--- src/rtl/sram_burst_ctrl.sv ---
`default_nettype none
// ============================================================================
// Module   : sram_burst_ctrl
// Purpose  : Burst sequencer driving a single-port cache SRAM, one row per
//            cycle, with streamed write beats and a registered read port.
// Revision : 1.0
// ============================================================================
module sram_burst_ctrl #(
    parameter int SRAM_WR_SIZE = 128,
    parameter int SRAM_HEIGHT  = 128,
    parameter int MAX_BURST    = 8
) (
    input  logic                          CLK,
    input  logic                          RST,
    input  logic                          req_valid,
    output logic                          req_ready,
    input  logic                          req_write,
    input  logic [$clog2(SRAM_HEIGHT):0]  req_addr,
    input  logic [$clog2(MAX_BURST)-1:0]  req_len,
    input  logic                          wdata_valid,
    output logic                          wdata_ready,
    input  logic [SRAM_WR_SIZE-1:0]       wdata,
    output logic                          rdata_valid,
    input  logic                          rdata_ready,
    output logic [SRAM_WR_SIZE-1:0]       rdata,
    output logic                          rdata_last,
    output logic                          busy,
    output logic                          err,
    output logic                          sram_REN,
    output logic                          sram_WEN,
    output logic [$clog2(SRAM_HEIGHT):0]  sram_SEL,
    output logic [SRAM_WR_SIZE-1:0]       sram_wVal,
    input  logic [SRAM_WR_SIZE-1:0]       sram_rVal
);

    localparam int AW = $clog2(SRAM_HEIGHT) + 1;
    localparam int LW = $clog2(MAX_BURST);

    localparam logic [AW-1:0] c_HEIGHT   = AW'(SRAM_HEIGHT);
    localparam logic [AW-1:0] c_LAST_ROW = AW'(SRAM_HEIGHT - 1);

    localparam logic [1:0] c_IDLE = 2'd0;
    localparam logic [1:0] c_WR   = 2'd1;
    localparam logic [1:0] c_RD   = 2'd2;

    logic [1:0]              r_state, w_state_nxt;
    logic [AW-1:0]           r_addr, w_addr_nxt, w_addr_inc;
    logic [LW-1:0]           r_beats_left, w_beats_nxt;
    logic [SRAM_WR_SIZE-1:0] r_rdata;
    logic                    r_rdata_valid;
    logic                    r_rdata_last;
    logic                    r_err;
    logic                    w_accept;
    logic                    w_illegal;
    logic                    w_issue;

    assign w_accept   = req_valid && (r_state == c_IDLE);
    assign w_illegal  = (req_addr >= c_HEIGHT);
    // A read may issue whenever the output register is empty or draining now.
    assign w_issue    = (r_state == c_RD) && (!r_rdata_valid || rdata_ready);
    assign w_addr_inc = (r_addr == c_LAST_ROW) ? '0 : r_addr + 1'b1;

    always_comb begin
        w_state_nxt = r_state;
        w_addr_nxt  = r_addr;
        w_beats_nxt = r_beats_left;
        sram_WEN    = 1'b0;
        sram_REN    = 1'b0;
        case (r_state)
            c_IDLE: begin
                if (w_accept && !w_illegal) begin
                    w_addr_nxt  = req_addr;
                    w_beats_nxt = req_len;
                    w_state_nxt = req_write ? c_WR : c_RD;
                end
            end
            c_WR, c_RD: begin
                if ((r_state == c_WR) ? wdata_valid : w_issue) begin
                    sram_WEN = (r_state == c_WR);
                    sram_REN = (r_state == c_RD);
                    if (r_beats_left == '0) begin
                        w_state_nxt = c_IDLE;
                    end else begin
                        w_beats_nxt = r_beats_left - 1'b1;
                        w_addr_nxt  = w_addr_inc;
                    end
                end
            end
            default: w_state_nxt = c_IDLE;
        endcase
    end

    always_ff @(posedge CLK or posedge RST) begin
        if (RST) begin
            r_state      <= c_IDLE;
            r_addr       <= '0;
            r_beats_left <= '0;
            r_err        <= 1'b0;
        end else begin
            r_state      <= w_state_nxt;
            r_addr       <= w_addr_nxt;
            r_beats_left <= w_beats_nxt;
            r_err        <= w_accept && w_illegal;
        end
    end

    // Output register keeps draining in IDLE so a new request can overlap it.
    always_ff @(posedge CLK or posedge RST) begin
        if (RST) begin
            r_rdata       <= '0;
            r_rdata_valid <= 1'b0;
            r_rdata_last  <= 1'b0;
        end else if (w_issue) begin
            r_rdata       <= sram_rVal;
            r_rdata_valid <= 1'b1;
            r_rdata_last  <= (r_beats_left == '0);
        end else if (r_rdata_valid && rdata_ready) begin
            r_rdata_valid <= 1'b0;
        end
    end

    assign req_ready   = (r_state == c_IDLE);
    assign busy        = (r_state != c_IDLE);
    assign wdata_ready = (r_state == c_WR);
    assign rdata       = r_rdata;
    assign rdata_valid = r_rdata_valid;
    assign rdata_last  = r_rdata_last;
    assign err         = r_err;
    assign sram_SEL    = r_addr;
    assign sram_wVal   = wdata;

endmodule
`default_nettype wire

--- config.mk ---
export PLATFORM = sky130hd
export DESIGN_NAME = sram_burst_ctrl
export DESIGN_NICKNAME = d
export VERILOG_FILES = /design/src/rtl/sram_burst_ctrl.sv
export SDC_FILE = /design/constraint.sdc
export NUM_CORES = 1
export LEC_CHECK = 0
export BUFFER_PORTS_ARGS = -buffer_cell sky130_fd_sc_hd__buf_2
export CORE_AREA = 5 5 212 214
export CTS_BUF_LIST = sky130_fd_sc_hd__clkbuf_8
export CTS_CLUSTER_DIAMETER = 200
export DETAILED_ROUTE_END_ITERATION = 10
export DIE_AREA = 0 0 217 219
export PLACE_DENSITY = 0.47
export SYNTH_ARGS = -nofsm -noshare
export SYNTH_HDL_FRONTEND = slang
export SYNTH_SLANG_ARGS = --single-unit
--- constraint.sdc ---
create_clock -name CLK -period 12.61 [get_ports CLK]
set_clock_uncertainty 0.2 [all_clocks]
set_input_delay 1.261 -clock CLK [delete_from_list [all_inputs] [get_ports CLK]]
set_output_delay 1.261 -clock CLK [all_outputs]
set_load 0.03 [all_outputs]
# --- Yosys cells after proc, flatten, opt, wreduce, memory -nomap -nowiden ---
# Cells that the tools add are included.
word_totals:
  ff_bits: 144
  in_bits: 273
  out_inout_bits: 272
op_classes:
  add_sub_neg: 2
  magnitude_cmp: 1
  eq_ne: 7
  mux: 21
  n_reduce_logical: 16
op_table:
  columns: ["cell", "count"]
  rows:
  - ["two-way mux 8 bit", 4]
  - ["case mux 8 bit (2 select lines)", 1]
  - ["two-way mux 3 bit", 3]
  - ["adder 8 x 1 -> 8 bit (second input constant)", 1]
  - ["== test 8 x 7 -> 1 bit (second input constant)", 1]
  - ["greater-or-equal comparator 8 bit (second input constant)", 1]
  - ["two-way mux 2 bit", 4]
  - ["two-way mux 1 bit", 7]
  - ["!= test 2 bit (second input constant)", 3]
  - ["case mux 3 bit (2 select lines)", 1]
  - ["nonzero test 2 bit", 3]
  - ["logical AND 1 bit", 5]
  - ["case mux 2 bit (2 select lines)", 1]
  - ["AND reduction 4 bit", 1]
  - ["zero test 3 bit", 1]
  - ["AND reduction 3 bit", 1]
  - ["subtractor 3 x 1 -> 3 bit (second input constant)", 1]
  - ["== test 2 x 1 -> 1 bit (second input constant)", 1]
  - ["== test 2 bit (second input constant)", 1]
  - ["zero test 1 bit", 2]
  - ["zero test 2 bit", 1]
  - ["!= test 2 x 1 -> 1 bit (second input constant)", 1]
  - ["OR reduction 2 bit", 1]
  - ["logical OR 1 bit", 1]

# --- Logic depth before layout (Yosys ltp) ---
logic_depth:
  depth_word: 6
  ltp_mapped: 8
  mapped_depth_nobuf: 7

# --- Worst setup path before layout ---
# No wires, ideal clock.
synth_path:
  path_type: "input-to-output"
  startpoint: "in wdata_valid"
  endpoint: "out sram_REN"
  t_arrival_ns: 2.110
  setup_slack_ns: 9.039
  path_stages: 3
  path_buffers: 0
  cell_sequence: "and2_1 -> a21o_1 -> and3_1"
synth_between:
  elab_chain_len: 3
synth_rtl:
  columns: ["item", "line_no", "text"]
  rows:
  - ["start, declared", "20", "input logic wdata_valid,"]
  - ["two-way mux 1 bit (2 in series)", "78", "if ((r_state == c_WR) ? wdata_valid : w_issue) begin"]
  - ["two-way mux 1 bit", "69", "case (r_state)"]
  - ["end, declared", "29", "output logic sram_REN,"]
# Every way passes these cells.

# --- Worst setup path in the final report ---
layout_path:
  startpoint: "in rdata_ready"
  endpoint: "out sram_REN"
layout_between:
  elab_chain_len: 5
layout_rtl:
  columns: ["item", "line_no", "text"]
  rows:
  - ["start, declared", "24", "input logic rdata_ready,"]
  - ["logical OR 1 bit", "60", "assign w_issue = (r_state == c_RD) && (!r_rdata_valid || rdata_ready);"]
  - ["logical AND 1 bit", "60", null]
  - ["two-way mux 1 bit (2 in series)", "78", null]
  - ["two-way mux 1 bit", "69", null]
# Every way passes these cells.

==> results by stage <==
Die:
- The total core area is 0.0427 sq mm.
- The count of boundary I/O pins is 545.
- The starting density of the core is 15.9%.
- The die covers 0.0475 sq mm.
- The y dimension of the die is 219 microns.
- The total number of placement rows is 76.
- The horizontal extent of the die is 217 microns.

Route:
- The routed via count is 4,457.
- In the routed design, unresolved DRC markers number 0.
- The detailed router's first-iteration violation count is 195.
- The total routed wirelength is 18,900 microns.
- The wire length per cell after detailed routing is 15.2 microns.
- The remaining antenna violation count after routing is 0.
- Before antenna repair, the detailed router went through 4 iterations.
- The detailed-route vias per instance is 3.58.

Timing:
- The maximum clock rate is 264 MHz.
- The count of final setup violators is 0.
- The final worst-path cycle share is 30.0%.
- Setup repair after global routing left no endpoint under its margin.
- The number of hold violations in the final report is 0.
- The time the worst path needs with I/O delays and setup is 3780 ps.
- The slew at the pin closest to its max-slew limit is 933 ps.
- Hold is met by 270 ps.
- The number of max-slew violations in the final report is 0.
- The worst slew slack as a fraction of its limit is 37.8%.
- The total negative slack for setup checks is 0 ps.

Final layout:
- The filler cell count in the final layout is 4,723.
- The post-route netlist has 65.9% of its cells at a drive strength greater than 1.
- The area occupied by registers is 0.00360 sq mm.
- The area of the multi-input gates is 0.00208 sq mm.
- The number of antenna cells inserted is 0.
- Summing all non-filler instances in the final layout gives an area of 0.00824 sq mm.
- The growth of design area from synthesis to finish is 21.6%.
- The net count reported at finish is 964.
- At the end of the flow the core is filled with cells to 19.3%.
- The finished layout holds 1,244 standard cells, fillers aside.

Placed design:
- Input and output buffers added on the ports amount to 288.
- Including well taps, the total number of placed cells is 1,212.
- The HPWL after detailed placement is 14,300 microns.
- The instance area after placement is 0.00786 sq mm.
- The last weighted congestion value of the routability-driven placer is 0.706.

Setup path:
- The start of the worst register-to-register path is rdata_valid$_DFFE_PP0P_.
- In this run the worst path has a maximum fanout of 5.
- The cell that appears most often on the critical path is sky130_fd_sc_hd__buf_2.
- The worst reg2reg path endpoint is rdata[22]$_DFFE_PP0P_.
- The largest delay contributor family on the critical path is simple AND/OR/NAND/NOR gates.
- The data required time at the worst endpoint is 11,150 ps.
- The largest stage delay on the critical path is 340 ps.
- The critical-path cell with the highest stage delay is sky130_fd_sc_hd__or2b_2.
- For the worst flop-to-flop path, the logic depth is 4.
- The signal on the critical path passes through buf_2 -> or2b_2 -> a21o_1 -> and3_1 -> buf_2.
- Data arrives at the worst endpoint at 2320 ps.
- The critical path in this run is classified as in2out.
- STA classifies the critical path endpoint as an output pin.
- For flop-to-flop paths, the worst setup slack is 9630 ps.
- The critical path launch point type is a primary input.
- Together, buffers and inverters on the worst path number 2.

Clock network:
- The count of cells resized by post-cts repair is 0.
- TritonCTS built the clock tree.
- Clock tree synthesis found a total of 144 sinks.
- The buffer count from post-CTS setup fixing is 0.
- The root cell of the clock tree is sky130_fd_sc_hd__clkbuf_8.
- CTS built an H-tree with a depth of 4.
- Clock-pin slew was measured on the worst setup and hold paths at 80 ps.
- In this run, CTS created clock tree buffers numbering 17.
- The worst-case clock buffer depth is 2.
- The number of hold buffers added after CTS was 0.
- Clock latency on the worst-skew pair, taken at its later pin, is 520 ps.

Logic synthesis:
- Synthesis produced a netlist whose cell count is 521.
- After synthesis, the netlist uses 38 different library cells.
- The net count of the mapped netlist is 800.
- Summing every instance area after synthesis gives 0.00678 sq mm.
- Sequential elements use 53.2% of the synthesized area.
- The prevailing post-synth register cell is sky130_fd_sc_hd__dfrtp_1.
- Each instance of the synthesized netlist takes up on average 13.0 sq um.
- Yosys mapped a number of flops with a built-in enable equal to 0.
- For this run, asynchronously set or reset flops after synthesis account for 100%.
- After synthesis the netlist holds a flip-flop and latch count of 144.
- The number of synthesis warnings is 0.

Global routing:
- The via count of the first global-routing pass is 4,722.
- The total track usage is 7.85%.
- The total congestion overflow is 0.
- Entering global routing, the biggest net connects 71 pins.
- The wire length of the first global-routing pass is 27,900 microns.
- The number of antenna violations at the first check in global routing is 0.

Run status:
- The run finished with clean final reports.

Min path:
- For hold timing, the worst endpoint is r_beats_left[0]$_DFFE_PP0P_.
- The worst hold path belongs to the class reg2reg.
- The number of cells traversed by the worst hold path is 1.
- The startpoint identified for the worst hold timing path is r_beats_left[0]$_DFFE_PP0P_.

Power:
- The power density of the placed cells is 302 mW/mm^2.
- IR analysis of the VDD net gives a maximum drop of 0.145 mV.
- The leakage power of the design is 3.93 nW.

Job:
- Max-cap violations in this run came to 0.
==> where the power goes <==
part / internal (mW) / switching (mW) / total, mW
clock: 0.174 / 0.188 / 0.362
combinational: 0.474 / 0.828 / 1.30
sequential: 0.699 / 0.125 / 0.823
==> cells in the mapped netlist, types with 5 or more instances <==
library cell | number | area share, %
sky130_fd_sc_hd__buf_4 | 138 | 15
sky130_fd_sc_hd__a21oi_1 | 14 | 1.0
sky130_fd_sc_hd__inv_1 | 7 | 0.39
sky130_fd_sc_hd__o21ai_0 | 5 | 0.37
sky130_fd_sc_hd__dfrtp_1 | 144 | 53
sky130_fd_sc_hd__mux2_2 | 130 | 22
sky130_fd_sc_hd__nand2_1 | 13 | 0.72
sky130_fd_sc_hd__mux2i_1 | 6 | 0.89
sky130_fd_sc_hd__nand2b_1 | 5 | 0.46
sky130_fd_sc_hd__nand3_1 | 5 | 0.37
sky130_fd_sc_hd__buf_2 | 5 | 0.37
sky130_fd_sc_hd__ha_1 | 6 | 1.1
==> worst reg2reg max path, stage by stage, from the launching register on <==
cell                      delay (ps)
sky130_fd_sc_hd__dfrtp_1         350
sky130_fd_sc_hd__or2b_2          350
sky130_fd_sc_hd__nand2_4         610
sky130_fd_sc_hd__buf_4           790
sky130_fd_sc_hd__mux2_2          550
==> layout by cell type, fill, tap and decap left out, types with 6 or more instances in the layout <==
cell,synthesis,layout
sky130_fd_sc_hd__a21oi_1,14,14
sky130_fd_sc_hd__clkbuf_8,0,21
sky130_fd_sc_hd__dfrtp_1,144,144
sky130_fd_sc_hd__clkinv_2,0,6
sky130_fd_sc_hd__mux2i_1,6,6
sky130_fd_sc_hd__mux2_2,130,130
sky130_fd_sc_hd__inv_1,7,7
sky130_fd_sc_hd__nand2_1,13,12
sky130_fd_sc_hd__ha_1,6,6
sky130_fd_sc_hd__buf_2,5,288
==> sequential cells by signal, summed over array words and instances (netlist names) <==
register,cells
rdata_last,1
sram_SEL,8
r_beats_left,3
rdata_valid,1
r_state,2
err,1
rdata,128
==> per-layer routing <==
metal  GRT usage (%)  wire (microns)  up-vias
li1                -               -     1975
met1            7.83            6810     2158
met2            12.4            9160      269
met3            4.80            2210       53
met4            4.93             651        2
met5           0.521              32        -
==> per-stage QoR <==
step                setup WS, ps  power (mW)
global route                8780        2.66
CTS                         8820        2.55
global placement            8580        2.15
finish                      8830        2.49
floorplan                   7280        1.85
detailed placement          8570        2.16
==> worst max-delay path by stage <==
stage	depth (start not counted)	end	start	slack (ps)
finish	5	sram_REN	rdata_ready	8830
floorplan	1	err$_DFF_PP0_	RST	7280
global route	5	sram_REN	rdata_ready	8780
detailed placement	5	rdata[22]$_DFFE_PP0P_	rdata_ready	8570
CTS	5	sram_REN	rdata_ready	8820
global placement	5	rdata[22]$_DFFE_PP0P_	rdata_ready	8580
==> kinds of logic after synthesis <==
group	synth area share, %
adders and majority gates	1.11
buffers and inverters	16.3
AOI/OAI and AO/OA	3.56
muxes	22.5
and+or+nand+nor	3.40
DFF	53.2
==> cell type report <==
type                       count  share of cell area, %
multi-input combinational    223                   25.2
clock buffer                  21                   3.51
tap                          546                   8.29
sequential                   144                   43.7
inverter                       8                  0.425
clock inverter                11                   1.08
timing repair buffer         291                   17.8
(Power assumes the default switching activity.)
